===== src/rtl/seq_serializer.sv =====
// Parallel-to-serial source stage: accepts a WIDTH-bit word over valid/ready and
// shifts it out LSB first on DATA, with optional idle gap cycles between words.
module seq_serializer #(
  parameter int   WIDTH      = 10,
  parameter int   GAP_CYCLES = 0,
  parameter logic IDLE_LEVEL = 1'b0
) (
  input  logic                       CLK,
  input  logic                       RST,
  input  logic                       LOAD_VALID,
  input  logic [WIDTH-1:0]           LOAD_WORD,
  output logic                       LOAD_READY,
  input  logic                       ABORT,
  output logic                       DATA,
  output logic                       DATA_VALID,
  output logic [$clog2(WIDTH)-1:0]   BIT_IDX,
  output logic                       DONE,
  output logic                       BUSY,
  output logic [1:0]                 state_dbg
);

  localparam int IW = $clog2(WIDTH);
  localparam int GW = (GAP_CYCLES > 0) ? $clog2(GAP_CYCLES + 1) : 1;
  localparam logic [IW-1:0] LAST_IDX = IW'(WIDTH - 1);
  localparam logic [GW-1:0] GAP_LOAD = GW'((GAP_CYCLES > 0) ? GAP_CYCLES - 1 : 0);

  typedef enum logic [1:0] {
    S_IDLE  = 2'd0,
    S_SHIFT = 2'd1,
    S_GAP   = 2'd2
  } state_t;

  state_t           state;
  logic [WIDTH-1:0] shreg;
  logic [GW-1:0]    gap_cnt;
  logic             rst_hold;
  logic             last_bit;
  logic             handshake;

  // Handshake: a word is taken at a rising edge where LOAD_VALID && LOAD_READY,
  // unless ABORT is high in SHIFT/GAP. LOAD_READY depends on registered state only.
  always_comb begin
    last_bit   = (state == S_SHIFT) && (BIT_IDX == LAST_IDX);
    LOAD_READY = !rst_hold && ((state == S_IDLE) || ((GAP_CYCLES == 0) && last_bit));
    BUSY       = (state != S_IDLE);
    handshake  = LOAD_VALID && LOAD_READY && !(ABORT && (state != S_IDLE));
    state_dbg  = state;
  end

  always_ff @(posedge CLK) begin
    if (RST) begin
      state      <= S_IDLE;
      shreg      <= '0;
      gap_cnt    <= '0;
      rst_hold   <= 1'b1;
      DATA       <= IDLE_LEVEL;
      DATA_VALID <= 1'b0;
      BIT_IDX    <= '0;
      DONE       <= 1'b0;
    end else begin
      rst_hold <= 1'b0;
      DONE     <= 1'b0;
      if (ABORT && (state != S_IDLE)) begin
        state      <= S_IDLE;
        gap_cnt    <= '0;
        DATA       <= IDLE_LEVEL;
        DATA_VALID <= 1'b0;
        BIT_IDX    <= '0;
      end else if (handshake) begin
        // Bit 0 goes straight to DATA; the remainder waits in the shift register.
        state      <= S_SHIFT;
        shreg      <= LOAD_WORD >> 1;
        DATA       <= LOAD_WORD[0];
        DATA_VALID <= 1'b1;
        BIT_IDX    <= '0;
      end else begin
        case (state)
          S_SHIFT: begin
            if (BIT_IDX == LAST_IDX) begin
              state      <= (GAP_CYCLES > 0) ? S_GAP : S_IDLE;
              gap_cnt    <= GAP_LOAD;
              DATA       <= IDLE_LEVEL;
              DATA_VALID <= 1'b0;
              BIT_IDX    <= '0;
            end else begin
              shreg   <= shreg >> 1;
              DATA    <= shreg[0];
              BIT_IDX <= BIT_IDX + 1'b1;
              DONE    <= ((BIT_IDX + 1'b1) == LAST_IDX);
            end
          end
          S_GAP: begin
            if (gap_cnt == '0) state <= S_IDLE;
            else               gap_cnt <= gap_cnt - 1'b1;
          end
          default: ;
        endcase
      end
    end
  end

endmodule


===== config.mk =====
export PLATFORM = sky130hd
export DESIGN_NAME = seq_serializer
export DESIGN_NICKNAME = d
export VERILOG_FILES = /design/src/rtl/seq_serializer.sv
export SDC_FILE = /design/constraint.sdc
export NUM_CORES = 1
export LEC_CHECK = 0
export CAP_MARGIN = 20
export CORE_MARGIN = 4
export CORE_UTILIZATION = 46
export DETAILED_ROUTE_END_ITERATION = 10
export GPL_TIMING_DRIVEN = 0
export PLACE_DENSITY = 0.83
export SLEW_MARGIN = 20
export SYNTH_ARGS = -nofsm -noshare
export SYNTH_HDL_FRONTEND = slang
export SYNTH_SLANG_ARGS = --single-unit

===== constraint.sdc =====
create_clock -name CLK -period 2 [get_ports CLK]
set_clock_uncertainty 0.2 [all_clocks]
set_input_delay 0.2 -clock CLK [delete_from_list [all_inputs] [get_ports CLK]]
set_output_delay 0.2 -clock CLK [all_outputs]
set_load 0.02 [all_outputs]

* Word-level counts from Yosys, hierarchy flattened
Cells that the tools add are included.
Cells by class: bitwise gates (word level) 3, magnitude comparators 0, reductions and logical operators 22, shift operators 0, add/sub/neg operators 2, multiply operators 0, div/mod/pow operators 0, equality and inequality tests 9, multiplexer cells 17
Operators by type and width (number):
- 10-bit two-way mux | 3
- 3-bit AND reduction | 4
- 1-bit two-way mux | 9
- 4-bit == test, second input constant | 2
- 2-bit nonzero test | 4
- 1-bit logical AND | 5
- 5-bit OR reduction | 1
- 4-bit by 1-bit adder with 4-bit output, second input constant | 1
- 2-bit two-way mux | 2
- 4-bit two-way mux | 1
- 2-bit inequality test, second input constant | 2
- 2-bit case mux with 2 select lines | 1
- 3-bit by 2-bit inequality test with 1-bit output, second input constant | 1
- 3-bit inequality test, second input constant | 1
- 1-bit NOT | 3
- 3-bit nonzero test | 1
- 3-bit OR reduction | 1
- 2-bit by 1-bit == test with 1-bit output, second input constant | 1
- 2-bit == test, second input constant | 1
- 1-bit logical NOT | 2
- 2-bit logical NOT | 1
- 2-bit by 1-bit inequality test with 1-bit output, second input constant | 1
- 1-bit case mux with 2 select lines | 1
- 2-bit AND reduction | 1
- other kinds (3) | 3
Storage, ports and cells: output and inout bits 11, memories 0, latch bits 0, logic and storage cells 62, register bits after elaboration 21, bits of input ports 14, bits in writable memories 0, ROM bits 0

* Depth between registers and ports, before layout
Gate-level depths: netlist of run 1.
depth after elaboration 8, depth in mapped cells 5, gate-level depth less buffers 4

* Worst setup path before layout of run 1
OpenSTA, ideal clock, no wires.
kind register to register, start register BIT_IDX[3], end register DATA, arrival time 1469 ps, buffers on the path 1, stages on the path, launching flop included 6, path slack 212 ps, data required time 1681 ps, period minus slack after synthesis 1788 ps, setup time 119 ps, cells stage by stage dfxtp_1 -> nand2b_1 -> or4_4 -> buf_6 -> a21oi_2 -> nor3_2
On the way: longest elaborated chain between the ends 7, elaborated cells between the ends (all ways) 10, those cells by class eq/ne (1); mux (3); reduce/logical (6)
Ends and longest elaborated chain:
- from (decl) | line 16 | output logic [$clog2(WIDTH)-1:0] BIT_IDX,
- from (signal assigned) | line 88 | BIT_IDX <= BIT_IDX + 1'b1;
- 4-bit == test * | line 43, 79
- 1-bit logical AND | line 43 | last_bit = (state == S_SHIFT) && (BIT_IDX == LAST_IDX);
- 1-bit logical OR | line 44 | LOAD_READY = !rst_hold && ((state == S_IDLE) || ((GAP_CYCLES == 0) && last_bit));
- 1-bit logical AND | line 44
- 1-bit logical AND (2 in series) | line 46 | handshake = LOAD_VALID && LOAD_READY && !(ABORT && (state != S_IDLE));
- 1-bit two-way mux or 2-bit nonzero test (tied branches)
- to (signal assigned) | line 73 | DATA <= LOAD_WORD[0];
- to (signal assigned) | line 87 | DATA <= shreg[0];
- to (decl) | line 14 | output logic DATA,
Every way passes the cells marked *; elsewhere a longest branch is shown, timed or not. The select of a mux whose other input is x is not followed. A chain may end at the register's enable or synchronous reset.

* Worst setup path after layout of run 1
start register BIT_IDX[2], end output port LOAD_READY
On the way: longest elaborated chain between the ends 4
Ends and longest elaborated chain:
- 4-bit == test | line 43
- 1-bit logical AND | line 43
- 1-bit logical OR | line 44
- 1-bit logical AND | line 44
- to (decl) | line 12 | output logic LOAD_READY,
No other way between the ends.

==> results of run 1 <==
==> per-layer routing <==
metal  up-vias  track usage [%]  part of all wire, %
met2        19             26.4                   47
met4         0             6.55                  2.0
met5         -                0                    0
li1        425                -                    -
met1       393             23.0                   47
met3         5             2.58                  3.9
==> per-stage QoR <==
| stage | worst slack [ns] | cells | hold slack (ns) |
|---|---|---|---|
| 2_1_floorplan | 0.212 | 106 | 0.0277 |
| 3_3_place_gp | 0.0290 | 154 | 0.284 |
| 3_5_place_dp | 0.0207 | 154 | 0.289 |
| 4_1_cts | 0.134 | 158 | 0.172 |
| 5_1_grt | 0.0224 | 158 | 0.183 |
| 6_report | 0.135 | 158 | 0.177 |
==> repair_timing <==
item	in CTS	in global routing
hold buffers	0	0
hold endpoints to repair	0	0
setup buffers	0	0
setup endpoints to repair	1	0
resized for setup	3	0
==> worst reg2reg max path, stage by stage, from the launching register on <==
cell and delay (ns):
dfxtp_1 0.39, nand2b_1 0.23, or4_4 0.54, buf_6 0.17
a21oi_2 0.13, nor4_1 0.05
==> cells in the final DEF (no fill, tap or decap) <==
cell type	count
nor4_1	10
nand3_1	2
xor2_1	1
nor4bb_1	1
dfxtp_2	2
nand4bb_1	1
nor3_2	1
nor3b_1	2
nor2_1	21
clkbuf_8	1
dfxtp_1	16
a21oi_1	6
clkbuf_4	3
o221a_2	1
o21ai_0	3
clkdlybuf4s50_1	22
a21oi_2	8
a21o_1	1
nor2b_1	3
a31oi_1	1
or4_4	1
nor3_1	1
o31ai_1	1
buf_6	1
buf_2	3
nand2_1	4
dlygate4sd2_1	1
nand2b_1	7
buf_4	2
o22ai_2	1
and2_1	1
clkbuf_1	1
conb_1	1
inv_1	2
==> sequential cells by signal (all words and copies together) (netlist names) <==
signal	flops
BIT_IDX	4
DONE	1
DATA	1
rst_hold	1
shreg	9
state_dbg	1
DATA_VALID	1
==> power by group <==
part           leakage, nW  switching (W)  internal [W]  total [W]
logic                0.267      0.0000740     0.0000745   0.000149
clock network       0.0210       0.000116      0.000111   0.000227
registers            0.149      0.0000146      0.000382   0.000397
total                0.437       0.000204      0.000568   0.000772
==> worst paths after layout <==
check                               start                    end  slack, ns  depth (start not counted)
hold / removal                        RST       rst_hold$_DFF_P_       0.18                          1
hold reg to reg     shreg[7]$_SDFFE_PP0P_  shreg[7]$_SDFFE_PP0P_       0.31                          2
setup reg to reg  BIT_IDX[2]$_SDFFE_PP0P_  shreg[5]$_SDFFE_PP0P_       0.17                          5
setup / recovery  BIT_IDX[2]$_SDFFE_PP0P_             LOAD_READY       0.14                          3
==> synth_stat cells, types with 2 or more instances <==
cell type / number
inv_1: 2
nor2_1: 21
a21oi_2: 8
o21ai_0: 3
a21oi_1: 6
nor2b_1: 3
nand3_1: 2
nor4_1: 10
nand2_1: 4
buf_2: 3
dfxtp_1: 18
nor3b_1: 2
nand2b_1: 7
buf_4: 2
==> cell type report <==
| cell class | count | share of cell area (%) |
|---|---|---|
| clock buffer | 4 | 3.07 |
| inverter | 2 | 0.635 |
| sequential | 18 | 30.7 |
| tap | 25 | 2.65 |
| buffer | 7 | 3.81 |
| timing repair buffer | 23 | 19.4 |
| multi-input combinational | 79 | 39.8 |
==> logic make-up (layout without fill, tap and decap cells) <==
logic type	count (synthesis)	count (layout)
buffers and inverters	9	36
and+or+nand+nor	55	55
DFF	18	18
other	1	1
AOI/OAI and AO/OA	22	22
xor gates and xnor gates	1	1
==> results.ini, run 1 <==
[worst_setup_path]
critPathCaptureType=primary output
crit_buf_inv=1
cp_slowest_stage_delay_ns=0.39
critPathMaxFanout=7
critical_path.top_delay_family=flip-flops
crit_arrival_ns=1.46
start_kind=register
path_class=reg -> out
slowest_stage=dfxtp_1
cp_cell_sequence=nand4bb_1 > a21oi_1 > dlygate4sd2_1
required_ns=1.60

[yosys]
synth_top_area_share_pct=40.8
synth-compound-area-share_pct=18.1
synth_warnings=0
netlist_area_sq_um=883
synth.distinct_cells=29
synthAdderAreaFrac_pct=0
synthArstFlopShare_pct=0
ys.flop_type=dfxtp_1
yosys.area_share.simple_pct=33.7
synth_cells=106
avgSynthCellArea_sq_um=8.33
synth_seq_area_share_pct=40.8
synth-seq-cells=18
synthMuxAreaShare_pct=0
synthXorXnorAreaFrac_pct=0.992
yosys-top-cells-area=dfxtp_1 (41%), nor2_1 (8.9%), a21oi_2 (7.9%)
synth_largest_area_cell=dfxtp_1
synth_nets=120
synth_top_family_by_area=simple AND/OR/NAND/NOR gates
synth_edf_count=0

[global_routing]
first_global_vias=768
grt_usage_pct=16.8
grt.overflow.total=0
grt_max_degree=11
grt_pass1_wl_mm=3.35
grt_antenna_before_repair=0

[worst_hold_path]
min_path_type=in -> reg

[drt]
wl_per_cell_um=12.9
drc=0
drtIter0Drc=10
vias_per_cell=5.33
ant_nets=0
vias=842
first_pass_iters=4
routed_wl_mm=2.04

[die]
coreArea_sq_mm=0.00176
io_pins=25
placementRows=15
die_area_sq_mm=0.00269
die_y_um=51.8
start_util_pct=50.1
die_x_um=51.8

[finish]
design_area_sq_mm=0.00118
areaGrowthSynthToFinish_pct=33.9
multi_input_area_sq_um=470
register_area_sq_um=363
diodes=0
utilization_pct=67.0
drive_gt1_share_pct=18.0
fillerInstances=156
layout.nets=148

[outcome]
status=finished, final reports clean

[sta]
finalHoldViolations=0
fmax_ghz=0.536
period_share_pct=93.2
slew_violations=0
period_needed_ns=1.86
rsz0062_at_grt=no
setup_violations=0
fin_setup_tns_ns=0

[clock_network]
path_clk_slew_ns=0.10
root_buffer=clkbuf_4
cts_buffers=3
cts_sinks=18
insertion_delay_ns=0.29
cts_buffer_depth=2
cts_tree=built
htree_levels=1

[pwr]
power.density_mw_per_mm2=653
leakage_nw=0.437
peakVddDrop_v=0.000491
finalPower_w=0.000772

[place]
dp_hpwl_mm=1.49
gp_congestion=0.786
dpl_cell_area_sq_mm=0.00114
portBuffers=23

[job]
maxCapViolCount=0

(Power assumes the default switching activity.)
==> run 2, diff against run 1 <==
Settings changed: CORE_UTILIZATION 46 to 25, PLACE_DENSITY 0.83 to 0.53.
==> results.ini, run 2 (synthesized netlist as in run 1, its figures left out) <==
[clock_network]
cts_sinks=18
cts_buffer_depth=2
cts_tree=built
cts_setup_buffers=0
insertion_delay_ns=0.29
root_buffer=clkbuf_4
cts_buffers=3
path_clk_slew_ns=0.10
htree_levels=1

[sta]
fin_hold_ws_ns=0.164
slew_violations=0
worstMarginPinSlew_ns=0.494
finalHoldViolations=0
period_share_pct=94.9
period_needed_ns=1.90
fin_ws_ns=0.103
rsz0062_at_grt=no
setup_violations=0
slew_headroom_pct=66.6
fmax_ghz=0.527
fin_setup_tns_ns=0

[drt]
wl_per_cell_um=12.0
vias=810
ant_nets=0
first_pass_iters=4
drtIter0Drc=47
routed_wl_mm=2.16
vias_per_cell=4.53
drc=0

[worst_setup_path]
r2r_start=BIT_IDX[2]$_SDFFE_PP0P_
critPathCaptureType=primary output
timing.rr.end=DATA$_SDFFE_PP0P_
path_class=reg -> out
crit_path_start=BIT_IDX[2]$_SDFFE_PP0P_
critPathMaxFanout=7
start_kind=register
reg2regPathDepth=5
crit_arrival_ns=1.50
regToRegSetupSlack_ns=0.18
required_ns=1.60

[finish]
drive_gt1_share_pct=18.0
design_area_sq_mm=0.00121
largest_register=shreg
top_regs=shreg x9, BIT_IDX x4
layout_common_cells=clkdlybuf4s50_1 (22), nor2_1 (21), dfxtp_1 (16)
diodes=0
areaGrowthSynthToFinish_pct=36.8
largest_reg_flops=9
layout.nets=148
final_common_cell=clkdlybuf4s50_1

[global_routing]
grt_usage_pct=10.2
first_global_vias=801
grt_max_degree=11
grt_antenna_before_repair=0
grt_pass1_wl_mm=3.59
grt.overflow.total=0

[pwr]
peakVddDrop_v=0.000300
finalPower_w=0.000771
leakage_nw=0.437
power.density_mw_per_mm2=638

[place]
dp_slack_ns=0.00191
portBuffers=23
dp_hpwl_mm=1.60
gp_congestion=0.754
dpl_cell_area_sq_mm=0.00117

[worst_hold_path]
hold_start=RST
min_path_type=in -> reg
min_path_cells=1
worstHoldEndpoint=rst_hold$_DFF_P_

[outcome]
status=finished, final reports clean

[die]
die_y_um=67.4
coreArea_sq_mm=0.00336
io_pins=25
start_util_pct=26.3
die_area_sq_mm=0.00455
placementRows=21
die_x_um=67.4

[job]
maxCapViolCount=0

run 2: cell counts in the layout (fill, tap and decap cells not counted):
No cell type changed its count.
run 2: worst max path at each step:
stage	end	slack [ns]	depth (start not counted)
2_1_floorplan	DATA$_SDFFE_PP0P_	0.21	5
3_3_place_gp	shreg[7]$_SDFFE_PP0P_	0.01	6
3_5_place_dp	DATA$_SDFFE_PP0P_	0.002	6
4_1_cts	LOAD_READY	0.09	3
5_1_grt	LOAD_READY	0.01	3
6_report	LOAD_READY	0.10	3
run 2: final cells by class:
| type | instances | area [sq um] |
|---|---|---|
| fill | 385 | 2150 |
| multi-input combinational | 79 | 470 |
| sequential | 18 | 363 |
| timing repair buffer | 23 | 229 |
| tap | 46 | 57.6 |
| buffer | 7 | 45.0 |
| clock buffer | 4 | 36.3 |
| inverter | 2 | 7.51 |
run 2: what timing repair did:
item / 4_1_cts / 5_1_grt
hold buffers: 0 / 0
endpoints found under the setup margin: 1 / 1
resized for setup: 2 / 1
pin swaps: 0 / 0
gates cloned: 0 / 0
run 2: worst max-delay path: stages (launching register included):
cell	delay, ns
dfxtp_1	0.39
nand4bb_1	0.29
a21oi_1	0.19
dlygate4sd2_1	0.34
run 2: metal layers:
layer | track usage (%) | wire length (um)
met3 | 3.99 | 134
met1 | 12.5 | 1000
met5 | 0 | 0
met2 | 16.8 | 1010
met4 | 2.28 | 12
run 2: report_power, final:
| group | switching (W) | total (W) | internal [W] |
|---|---|---|---|
| clock network | 0.000115 | 0.000226 | 0.000111 |
| registers | 0.0000149 | 0.000397 | 0.000382 |
| logic | 0.0000735 | 0.000148 | 0.0000745 |
| total | 0.000203 | 0.000771 | 0.000568 |
run 2: stage by stage:
step                      utilization, %  instances
final                               35.9        179
after global routing                35.9        179
after CTS                           35.9        179
after detailed placement            34.8        175
after global placement              34.8        175
after floorplan                        -        106
